$ cat config.mk
export PLATFORM = sky130hd
export DESIGN_NAME = led_pwm_fader_flat
export DESIGN_NICKNAME = d
export VERILOG_FILES = /design/src/rtl/led_pwm_pkg.sv /design/src/rtl/led_pwm_fader_if.sv /design/src/rtl/led_pwm_channel.sv /design/src/rtl/led_pwm_fader.sv /design/src/flat_wrapper.sv
export SDC_FILE = /design/constraint.sdc
export NUM_CORES = 1
export LEC_CHECK = 0
export ABC_AREA = 1
export CAP_MARGIN = 10
export CORE_ASPECT_RATIO = 1.5
export CORE_MARGIN = 1.5
export CORE_UTILIZATION = 40
export CTS_BUF_LIST = sky130_fd_sc_hd__clkbuf_8
export DETAILED_ROUTE_END_ITERATION = 6
export PLACE_DENSITY = 0.58
export SYNTH_ARGS = -nofsm -noshare
export SYNTH_HDL_FRONTEND = slang
export SYNTH_SLANG_ARGS = --single-unit
$ cat constraint.sdc
create_clock -name clk -period 2.5 [get_ports clk]
set_input_delay 0.25 -clock clk [delete_from_list [all_inputs] [get_ports clk]]
set_output_delay 0.25 -clock clk [all_outputs]
set_load 0.05 [all_outputs]
$ cat src/rtl/led_pwm_pkg.sv
// Shared types and helpers for the LED PWM fader.
package led_pwm_pkg;

  typedef enum logic [1:0] {
    MODE_OFF     = 2'd0,
    MODE_STEADY  = 2'd1,
    MODE_BLINK   = 2'd2,
    MODE_BREATHE = 2'd3
  } mode_e;

  // Width needed to address n items, never less than one bit.
  function automatic int unsigned calc_w(input int unsigned n);
    return (n <= 1) ? 1 : $clog2(n);
  endfunction

endpackage

$ cat src/rtl/led_pwm_fader_if.sv
// Configuration valid/ready port: one channel mode/level write per transfer.
interface led_pwm_fader_if #(
  parameter int unsigned CHW       = 2,
  parameter int unsigned PWM_WIDTH = 8
);
  logic                 cfg_valid;
  logic                 cfg_ready;
  logic [CHW-1:0]       cfg_chan;
  logic [1:0]           cfg_mode;
  logic [PWM_WIDTH-1:0] cfg_level;

  modport master (output cfg_valid, cfg_chan, cfg_mode, cfg_level, input cfg_ready);
  modport slave  (input cfg_valid, cfg_chan, cfg_mode, cfg_level, output cfg_ready);
endinterface

$ cat src/rtl/led_pwm_channel.sv
// One PWM channel: mode/level state, breathe ramp, per-period duty latch and compare flop.
module led_pwm_channel
  import led_pwm_pkg::*;
#(
  parameter int unsigned PWM_WIDTH = 8
) (
  input  logic                 clk,
  input  logic                 rst_n,
  input  logic                 enable,
  input  logic                 wrap,
  input  logic                 fade_step,
  input  logic                 blink_on,
  input  logic [PWM_WIDTH-1:0] pwm_cnt,
  input  logic                 apply,
  input  mode_e                apply_mode,
  input  logic [PWM_WIDTH-1:0] apply_level,
  output logic                 pwm_o
);

  mode_e                mode_q, mode_d;
  logic [PWM_WIDTH-1:0] level_q, level_d;
  logic [PWM_WIDTH-1:0] cur_q, cur_d;
  logic                 dir_q, dir_d;     // 0 = ramping up
  logic [PWM_WIDTH-1:0] duty_q, duty_d;
  logic                 pwm_q, pwm_d;
  logic [PWM_WIDTH-1:0] eff_c;

  // Next state: apply beats the breathe step; duty is taken from post-update state.
  always_comb begin
    mode_d  = mode_q;
    level_d = level_q;
    cur_d   = cur_q;
    dir_d   = dir_q;
    duty_d  = duty_q;
    eff_c   = '0;
    pwm_d   = enable && (pwm_cnt < duty_q);

    if (apply) begin
      mode_d  = apply_mode;
      level_d = apply_level;
      if (apply_mode == MODE_BREATHE) begin
        cur_d = '0;
        dir_d = 1'b0;
      end
    end else if (fade_step && (mode_q == MODE_BREATHE) && (level_q != '0)) begin
      if (!dir_q) begin
        if (cur_q < level_q) begin
          cur_d = cur_q + PWM_WIDTH'(1);
        end else begin
          dir_d = 1'b1;
          cur_d = cur_q - PWM_WIDTH'(1);
        end
      end else begin
        if (cur_q != '0) begin
          cur_d = cur_q - PWM_WIDTH'(1);
        end else begin
          dir_d = 1'b0;
          cur_d = cur_q + PWM_WIDTH'(1);
        end
      end
    end

    case (mode_d)
      MODE_STEADY:  eff_c = level_d;
      MODE_BLINK:   eff_c = blink_on ? level_d : '0;
      MODE_BREATHE: eff_c = cur_d;
      default:      eff_c = '0;
    endcase

    // While disabled the counter sits at a period start, so tracking is glitch-free.
    if (wrap || !enable) duty_d = eff_c;
  end

  // Channel state registers.
  always_ff @(posedge clk or negedge rst_n) begin
    if (!rst_n) begin
      mode_q  <= MODE_OFF;
      level_q <= '0;
      cur_q   <= '0;
      dir_q   <= 1'b0;
      duty_q  <= '0;
      pwm_q   <= 1'b0;
    end else begin
      mode_q  <= mode_d;
      level_q <= level_d;
      cur_q   <= cur_d;
      dir_q   <= dir_d;
      duty_q  <= duty_d;
      pwm_q   <= pwm_d;
    end
  end

  assign pwm_o = pwm_q;

endmodule

$ cat src/rtl/led_pwm_fader.sv
// Multi-channel LED PWM generator: prescaler, period counters and config shadow.
module led_pwm_fader
  import led_pwm_pkg::*;
#(
  parameter int unsigned CHANNELS      = 3,
  parameter int unsigned PWM_WIDTH     = 8,
  parameter int unsigned PRESCALE      = 188,
  parameter int unsigned FADE_DIV      = 4,
  parameter int unsigned BLINK_PERIODS = 256
) (
  input  logic                clk,
  input  logic                rst_n,
  input  logic                enable,
  led_pwm_fader_if.slave      cfg,
  output logic [CHANNELS-1:0] pwm_o,
  output logic                period_start
);

  localparam int unsigned CHW = calc_w(CHANNELS);
  localparam int unsigned PSW = calc_w(PRESCALE);
  localparam int unsigned FW  = calc_w(FADE_DIV);
  localparam int unsigned BW  = calc_w(BLINK_PERIODS);
  localparam logic [PWM_WIDTH-1:0] CNT_MAX = '1;

  logic [PSW-1:0]       presc_q, presc_d;
  logic [PWM_WIDTH-1:0] cnt_q, cnt_d;
  logic [FW-1:0]        fade_q, fade_d;
  logic [BW-1:0]        blink_cnt_q, blink_cnt_d;
  logic                 blink_off_q, blink_off_d;
  logic                 ps_q, ps_d;
  logic                 pend_q, pend_d;
  logic [CHW-1:0]       sh_chan_q, sh_chan_d;
  mode_e                sh_mode_q, sh_mode_d;
  logic [PWM_WIDTH-1:0] sh_level_q, sh_level_d;

  logic tick_c, wrap_c, fade_step_c, apply_c, accept_c, chan_ok_c;

  assign tick_c      = enable && (presc_q == PSW'(PRESCALE - 1));
  assign wrap_c      = tick_c && (cnt_q == CNT_MAX);
  assign fade_step_c = wrap_c && (fade_q == FW'(FADE_DIV - 1));
  assign apply_c     = pend_q && (wrap_c || !enable);
  assign accept_c    = cfg.cfg_valid && !pend_q;
  assign chan_ok_c   = 32'(cfg.cfg_chan) < CHANNELS;

  // Timebase, period events and config shadow next-state.
  always_comb begin
    presc_d     = presc_q;
    cnt_d       = cnt_q;
    fade_d      = fade_q;
    blink_cnt_d = blink_cnt_q;
    blink_off_d = blink_off_q;
    ps_d        = wrap_c;
    pend_d      = pend_q;
    sh_chan_d   = sh_chan_q;
    sh_mode_d   = sh_mode_q;
    sh_level_d  = sh_level_q;

    if (!enable) begin
      presc_d     = '0;
      cnt_d       = '0;
      fade_d      = '0;
      blink_cnt_d = '0;
    end else begin
      presc_d = tick_c ? '0 : presc_q + PSW'(1);
      if (tick_c) cnt_d = cnt_q + PWM_WIDTH'(1);
      if (wrap_c) begin
        fade_d = fade_step_c ? '0 : fade_q + FW'(1);
        if (blink_cnt_q == BW'(BLINK_PERIODS - 1)) begin
          blink_cnt_d = '0;
          blink_off_d = !blink_off_q;
        end else begin
          blink_cnt_d = blink_cnt_q + BW'(1);
        end
      end
    end

    if (apply_c) pend_d = 1'b0;
    if (accept_c && chan_ok_c) begin
      pend_d     = 1'b1;
      sh_chan_d  = cfg.cfg_chan;
      sh_mode_d  = mode_e'(cfg.cfg_mode);
      sh_level_d = cfg.cfg_level;
    end
  end

  // Timebase and shadow registers.
  always_ff @(posedge clk or negedge rst_n) begin
    if (!rst_n) begin
      presc_q     <= '0;
      cnt_q       <= '0;
      fade_q      <= '0;
      blink_cnt_q <= '0;
      blink_off_q <= 1'b0;
      ps_q        <= 1'b0;
      pend_q      <= 1'b0;
      sh_chan_q   <= '0;
      sh_mode_q   <= MODE_OFF;
      sh_level_q  <= '0;
    end else begin
      presc_q     <= presc_d;
      cnt_q       <= cnt_d;
      fade_q      <= fade_d;
      blink_cnt_q <= blink_cnt_d;
      blink_off_q <= blink_off_d;
      ps_q        <= ps_d;
      pend_q      <= pend_d;
      sh_chan_q   <= sh_chan_d;
      sh_mode_q   <= sh_mode_d;
      sh_level_q  <= sh_level_d;
    end
  end

  assign cfg.cfg_ready = !pend_q;
  assign period_start  = ps_q;

  for (genvar c = 0; c < CHANNELS; c++) begin : g_chan
    led_pwm_channel #(.PWM_WIDTH(PWM_WIDTH)) u_chan (
      .clk         (clk),
      .rst_n       (rst_n),
      .enable      (enable),
      .wrap        (wrap_c),
      .fade_step   (fade_step_c),
      .blink_on    (!blink_off_d),
      .pwm_cnt     (cnt_q),
      .apply       (apply_c && (sh_chan_q == CHW'(c))),
      .apply_mode  (sh_mode_q),
      .apply_level (sh_level_q),
      .pwm_o       (pwm_o[c])
    );
  end

endmodule
$ cat src/flat_wrapper.sv
// flat-port wrapper written by rule: the top's interface ports become plain ports
module led_pwm_fader_flat import led_pwm_pkg::*;
#(
  parameter int unsigned CHANNELS      = 3,
  parameter int unsigned PWM_WIDTH     = 8,
  parameter int unsigned PRESCALE      = 188,
  parameter int unsigned FADE_DIV      = 4,
  parameter int unsigned BLINK_PERIODS = 256
)
  (clk, rst_n, enable, pwm_o, period_start, cfg_cfg_valid, cfg_cfg_chan, cfg_cfg_mode, cfg_cfg_level, cfg_cfg_ready);
  led_pwm_fader_if #(.PWM_WIDTH(PWM_WIDTH)) cfg_i ();
  input  logic clk;
  input  logic rst_n;
  input  logic enable;
  output logic [CHANNELS-1:0] pwm_o;
  output logic period_start;
  input wire logic [$bits(cfg_i.cfg_valid)-1:0] cfg_cfg_valid;
  input wire logic [$bits(cfg_i.cfg_chan)-1:0] cfg_cfg_chan;
  input wire logic [$bits(cfg_i.cfg_mode)-1:0] cfg_cfg_mode;
  input wire logic [$bits(cfg_i.cfg_level)-1:0] cfg_cfg_level;
  output wire logic [$bits(cfg_i.cfg_ready)-1:0] cfg_cfg_ready;
  assign cfg_i.cfg_valid = cfg_cfg_valid;
  assign cfg_i.cfg_chan = cfg_cfg_chan;
  assign cfg_i.cfg_mode = cfg_cfg_mode;
  assign cfg_i.cfg_level = cfg_cfg_level;
  assign cfg_cfg_ready = cfg_i.cfg_ready;
  led_pwm_fader #(.CHANNELS(CHANNELS), .PWM_WIDTH(PWM_WIDTH), .PRESCALE(PRESCALE), .FADE_DIV(FADE_DIV), .BLINK_PERIODS(BLINK_PERIODS)) u_core (.clk(clk), .rst_n(rst_n), .enable(enable), .cfg(cfg_i), .pwm_o(pwm_o), .period_start(period_start));
endmodule
==> results summary <==
The flow ran to the end, and the final reports show no timing, DRC or antenna violations. The share of total power dissipated in sequential elements is 0.351. The type of the worst setup path is register to register.

Across the routed clock network, the largest skew measured is 0.0108 ns. The via count of the first global-routing pass is about 7000. By area the synthesized netlist is led by dfrtp_1 39%, nand2_1 15%, ha_1 8.5%. Of the synthesized area, sequential elements account for 0.388. The switching part of the total came out at 0.442. The completed layout was analyzed and its total power is roughly 9.1 mW. The share of total power dissipated in combinational logic is 0.456.

Setup violations remaining at the end of the flow were counted as 0. The worst setup path is launched from a register. Of the post-synthesis cell area, the dominant cell type holds 0.388. The cell total after placement came out at about 1400.

The area growth from synthesis to layout is 13.6%. In this run the cell area of the synthesized design comes to between 8000 and 9000 um^2. The post-layout minimum cycle time is 2.29 ns. The die is about 120 um wide. The pin slew with the least headroom to its limit is approximately 0.57 ns. The final hold slack is 0.325 ns. The share of the clock period used by the worst path after layout came out at 0.916.

The H-tree generated during clock tree synthesis spans 4 levels. Clock-pin slew was measured on the worst setup and hold paths at around 0.07 ns. The detailed router's first-iteration violation count is slightly below 400.

Synthesis inferred about 130 register bits. The y dimension of the die came out at between 150 and 200 um. The worst register-to-register path begins at u_core.presc_q[0]. Once placement finished, the instance area stood at just under 9000 um^2. The standard cell core area came out at slightly below 20000 um^2.

The worst setup path is captured at a register. The number of clock sinks seen by CTS is approximately 130. The ratio of cells with drive above 1 in the final layout came out at 0.108. The die outline area came out at ~21000 um^2. Entering global routing, the biggest net connects 56 pins. The final routed wirelength across all metal layers is roughly 22000 um. The cell leakage power is about 4.6 nW. The final weighted congestion of routability-driven global placement is 0.897. The number of cells on the worst reg-to-reg path is 15. The area fraction in compound gates after synthesis is 0.0958. The most common flop cell mapped by yosys is dfrtp_1. The number of different library cells used by synthesis comes to 48. The initial utilization of the core area, before any placement, comes to 0.407. The deepest clock path buffer count came out at 2. The number of synthesized flops with an enable pin came out at 0. Of the total synthesized cell area, the portion taken by XOR and XNOR cells is 0.0315. The proportion of synthesized flip-flops having asynchronous set or reset is 1.00. After detailed routing, the average wire length per cell comes to approximately 15 um.

In this run the critical register-to-register path is captured at u_core.g_chan[1].u_chan.duty_q[3]. The portion of synthesized area spent on multiplexers is 0.00279. In the final design database the tool counted about 1200 nets.

The tree is rooted in a clkbuf_8. The fmax came out at around 440 MHz. The cell area after layout came out at ~9200 um^2. The count of filler cells inserted in the layout is 2061. After detailed routing, the number of remaining DRC violations is 0.

The synthesized area per cell came out at around 7.4 um^2. The power per standard cell area came out at 991 nW/um^2. The slack of the worst reg-to-reg path is roughly 0.21 ns.

The net count after synthesis came out at 1160. The final setup slack of the worst path came out at ~0.21 ns. The adder and majority gate portion of the synthesized area is 0.0854. The dominant combinational cell family by area after synthesis is simple AND/OR/NAND/NOR gates. dfrtp_1 takes more of the synthesized area than any other cell. The site row count came out at 63. The maximum ir drop on the vdd rail came out at roughly 0.37 mV. Detailed placement ended at an HPWL of 16800 um. Clock tree synthesis inserted a total of 17 buffers.

Setup repair after global routing could not meet its margin everywhere. The share of synthesized cell area in and, or, nand and nor gates is 0.313. The post-placement worst setup slack came out at approximately 0.038 ns.

The number of warnings reported in the yosys synthesis log is 0. The number of nets with antenna violations after detailed routing is 0. The cell-internal power came out at 5.06 mW.

The total number of vias came out at roughly 7000. The number of max-slew violations in the final report came out at 0. The setup TNS came out at 0 ns. The count of port buffers added during placement is 20. The net switching component of the power is roughly 4 mW. Max-cap violations in this run came to 0.

At the end of the flow the core is filled with cells to 0.463. The global-route congestion overflow total is 0. The required arrival time at the worst endpoint is roughly 2.9 ns.

The synthesized instance count is between 1000 and 1500. The worst path arrival time is 2.66 ns. The final non-filler cell total came out at between 1000 and 1500. Pin placement for this block handled 21 I/O pins. The initial antenna violation count came to 0. The min-delay analysis places its worst path in the category input pin to async pin. The global-route wire length before repair came out at 35700 um. Before antenna repair, the detailed router went through 5 iterations. Of the total power, the clock network draws 0.193.

Using the TritonRoute via totals, the vias-per-cell ratio works out to just under 5. The hold violation total from the final report is 0. The clock insertion delay at the later pin of the skew report came out at ~0.44 ns. The worst-path maximum fanout came out at 17. The global routing usage summed across all routing layers came out at 0.218. The repair_antennas step left the layout with diodes totalling 0. TritonCTS built the clock tree.

The headroom to the max-slew limit came out at 0.618.
[cells in the mapped netlist (all sizes together) (3+ instances only)]
| library cell | instances |
|---|---|
| nand2 | 335 |
| inv | 144 |
| dfrtp | 125 |
| nand3 | 98 |
| nor2 | 95 |
| o21ai | 66 |
| ha | 55 |
| a21oi | 43 |
| xor2 | 26 |
| nand4 | 19 |
| buf | 14 |
| and2 | 10 |
| clkbuf | 9 |
| nor3 | 8 |
| a21boi | 4 |
| and3 | 4 |
| o21bai | 4 |
| a211oi | 3 |
| clkinv | 3 |
| o21a | 3 |
| or2 | 3 |
| xnor2 | 3 |
[repair_timing]
| item | 4_1_cts | 5_1_grt |
|---|---|---|
| setup buffers | 0 | 1 |
| hold buffers | 1 | 0 |
| endpoints found under the setup margin | 0 | 24 |
| gates resized for setup | 0 | 9 |
| hold endpoints to repair | 34 | 0 |
[kinds of logic after synthesis]
group	after synthesis
muxes	2
DFF	125
xor gates and xnor gates	29
adders and majority gates	55
AOI/OAI and AO/OA	132
and+or+nand+nor	576
buffers and inverters	170
[sequential cells by signal (all words and copies together) (netlist names)]
| name | count |
|---|---|
| u_core.g_chan.u_chan.pwm_o | 3 |
| u_core.blink_cnt_q | 8 |
| u_core.sh_level_q | 8 |
| u_core.g_chan.u_chan.dir_q | 3 |
| u_core.g_chan.u_chan.mode_q | 6 |
| u_core.sh_chan_q | 2 |
| u_core.blink_off_q | 1 |
| u_core.sh_mode_q | 2 |
| u_core.pend_q | 1 |
| u_core.cnt_q | 8 |
| u_core.fade_q | 2 |
| u_core.period_start | 1 |
| u_core.g_chan.u_chan.cur_q | 24 |
| u_core.g_chan.u_chan.level_q | 24 |
| u_core.presc_q | 8 |
| u_core.g_chan.u_chan.duty_q | 24 |
[how the worst max path moves through the flow]
| stage | start | end | slack [ns] | depth (start not counted) |
|---|---|---|---|---|
| floorplan | u_core.cnt_q[1] | u_core.g_chan[0].u_chan.duty_q[1] | 0.53 | 12 |
| detailed placement | enable | u_core.g_chan[0].u_chan.duty_q[5] | 0.04 | 13 |
| global route | u_core.presc_q[0] | u_core.g_chan[1].u_chan.duty_q[6] | -0.03 | 16 |
| CTS | u_core.presc_q[0] | u_core.g_chan[0].u_chan.duty_q[5] | 0.11 | 16 |
| finish | u_core.presc_q[0] | u_core.g_chan[1].u_chan.duty_q[3] | 0.21 | 15 |
| global placement | enable | u_core.g_chan[1].u_chan.duty_q[6] | 0.04 | 14 |
[cell type report]
type	count	area (um^2)	share of cell area
clock inverters	13	125	0.0137
repair buffers	51	470	0.0514
well taps	260	325	0.0355
multi-input cells	794	4290	0.469
clock buffers	19	262	0.0286
inverters	147	556	0.0607
flip-flops and latches	125	3130	0.342
[worst max-delay path, stage by stage, from the launching register on]
cell	delay, ns
dfrtp_1	0.37
ha_1	0.17
nand2_1	0.08
nor2_4	0.11
nand2_2	0.11
o21ai_4	0.18
buf_12	0.15
nand2_2	0.05
clkinv_2	0.08
nand2_4	0.10
buf_4	0.23
o21ai_1	0.25
nand3_1	0.11
nand2_1	0.10
nand2_1	0.06
nand2_1	0.06
[cell usage in the layout (no fill, tap or decap), types with 4 or more instances in the layout]
master,instances
a21boi_0,4
a21oi_1,42
and2_1,10
and3_1,4
buf_4,28
clkbuf_8,19
clkdlybuf4s50_1,19
clkinv_2,7
clkinvlp_4,5
dfrtp_1,125
ha_1,55
inv_1,135
inv_2,11
nand2_1,314
nand2_2,19
nand3_1,95
nand4_1,18
nor2_1,85
nor2_2,6
nor2_4,4
nor3_1,7
o21ai_0,35
o21ai_1,24
o21ai_2,4
o21bai_1,4
xor2_1,26
[power by group through the flow]
| stage | combinational, mW | clock (mW) | sequential (mW) |
|---|---|---|---|
| floorplan | 3.14 | 0 | 3.01 |
| global placement | 4.07 | 0 | 3.22 |
| detailed placement | 4.13 | 0 | 3.21 |
| CTS | 4.15 | 1.80 | 3.18 |
| global route | 4.77 | 1.89 | 3.26 |
| finish | 4.14 | 1.75 | 3.18 |
[per-layer routing]
layer | wire (um) | track usage
met5 | 0 | 0
met4 | 761 | 0.102
met3 | 483 | 0.0277
met2 | 11700 | 0.417
met1 | 8590 | 0.237
Note: power is estimated with default switching activity, not from simulation.
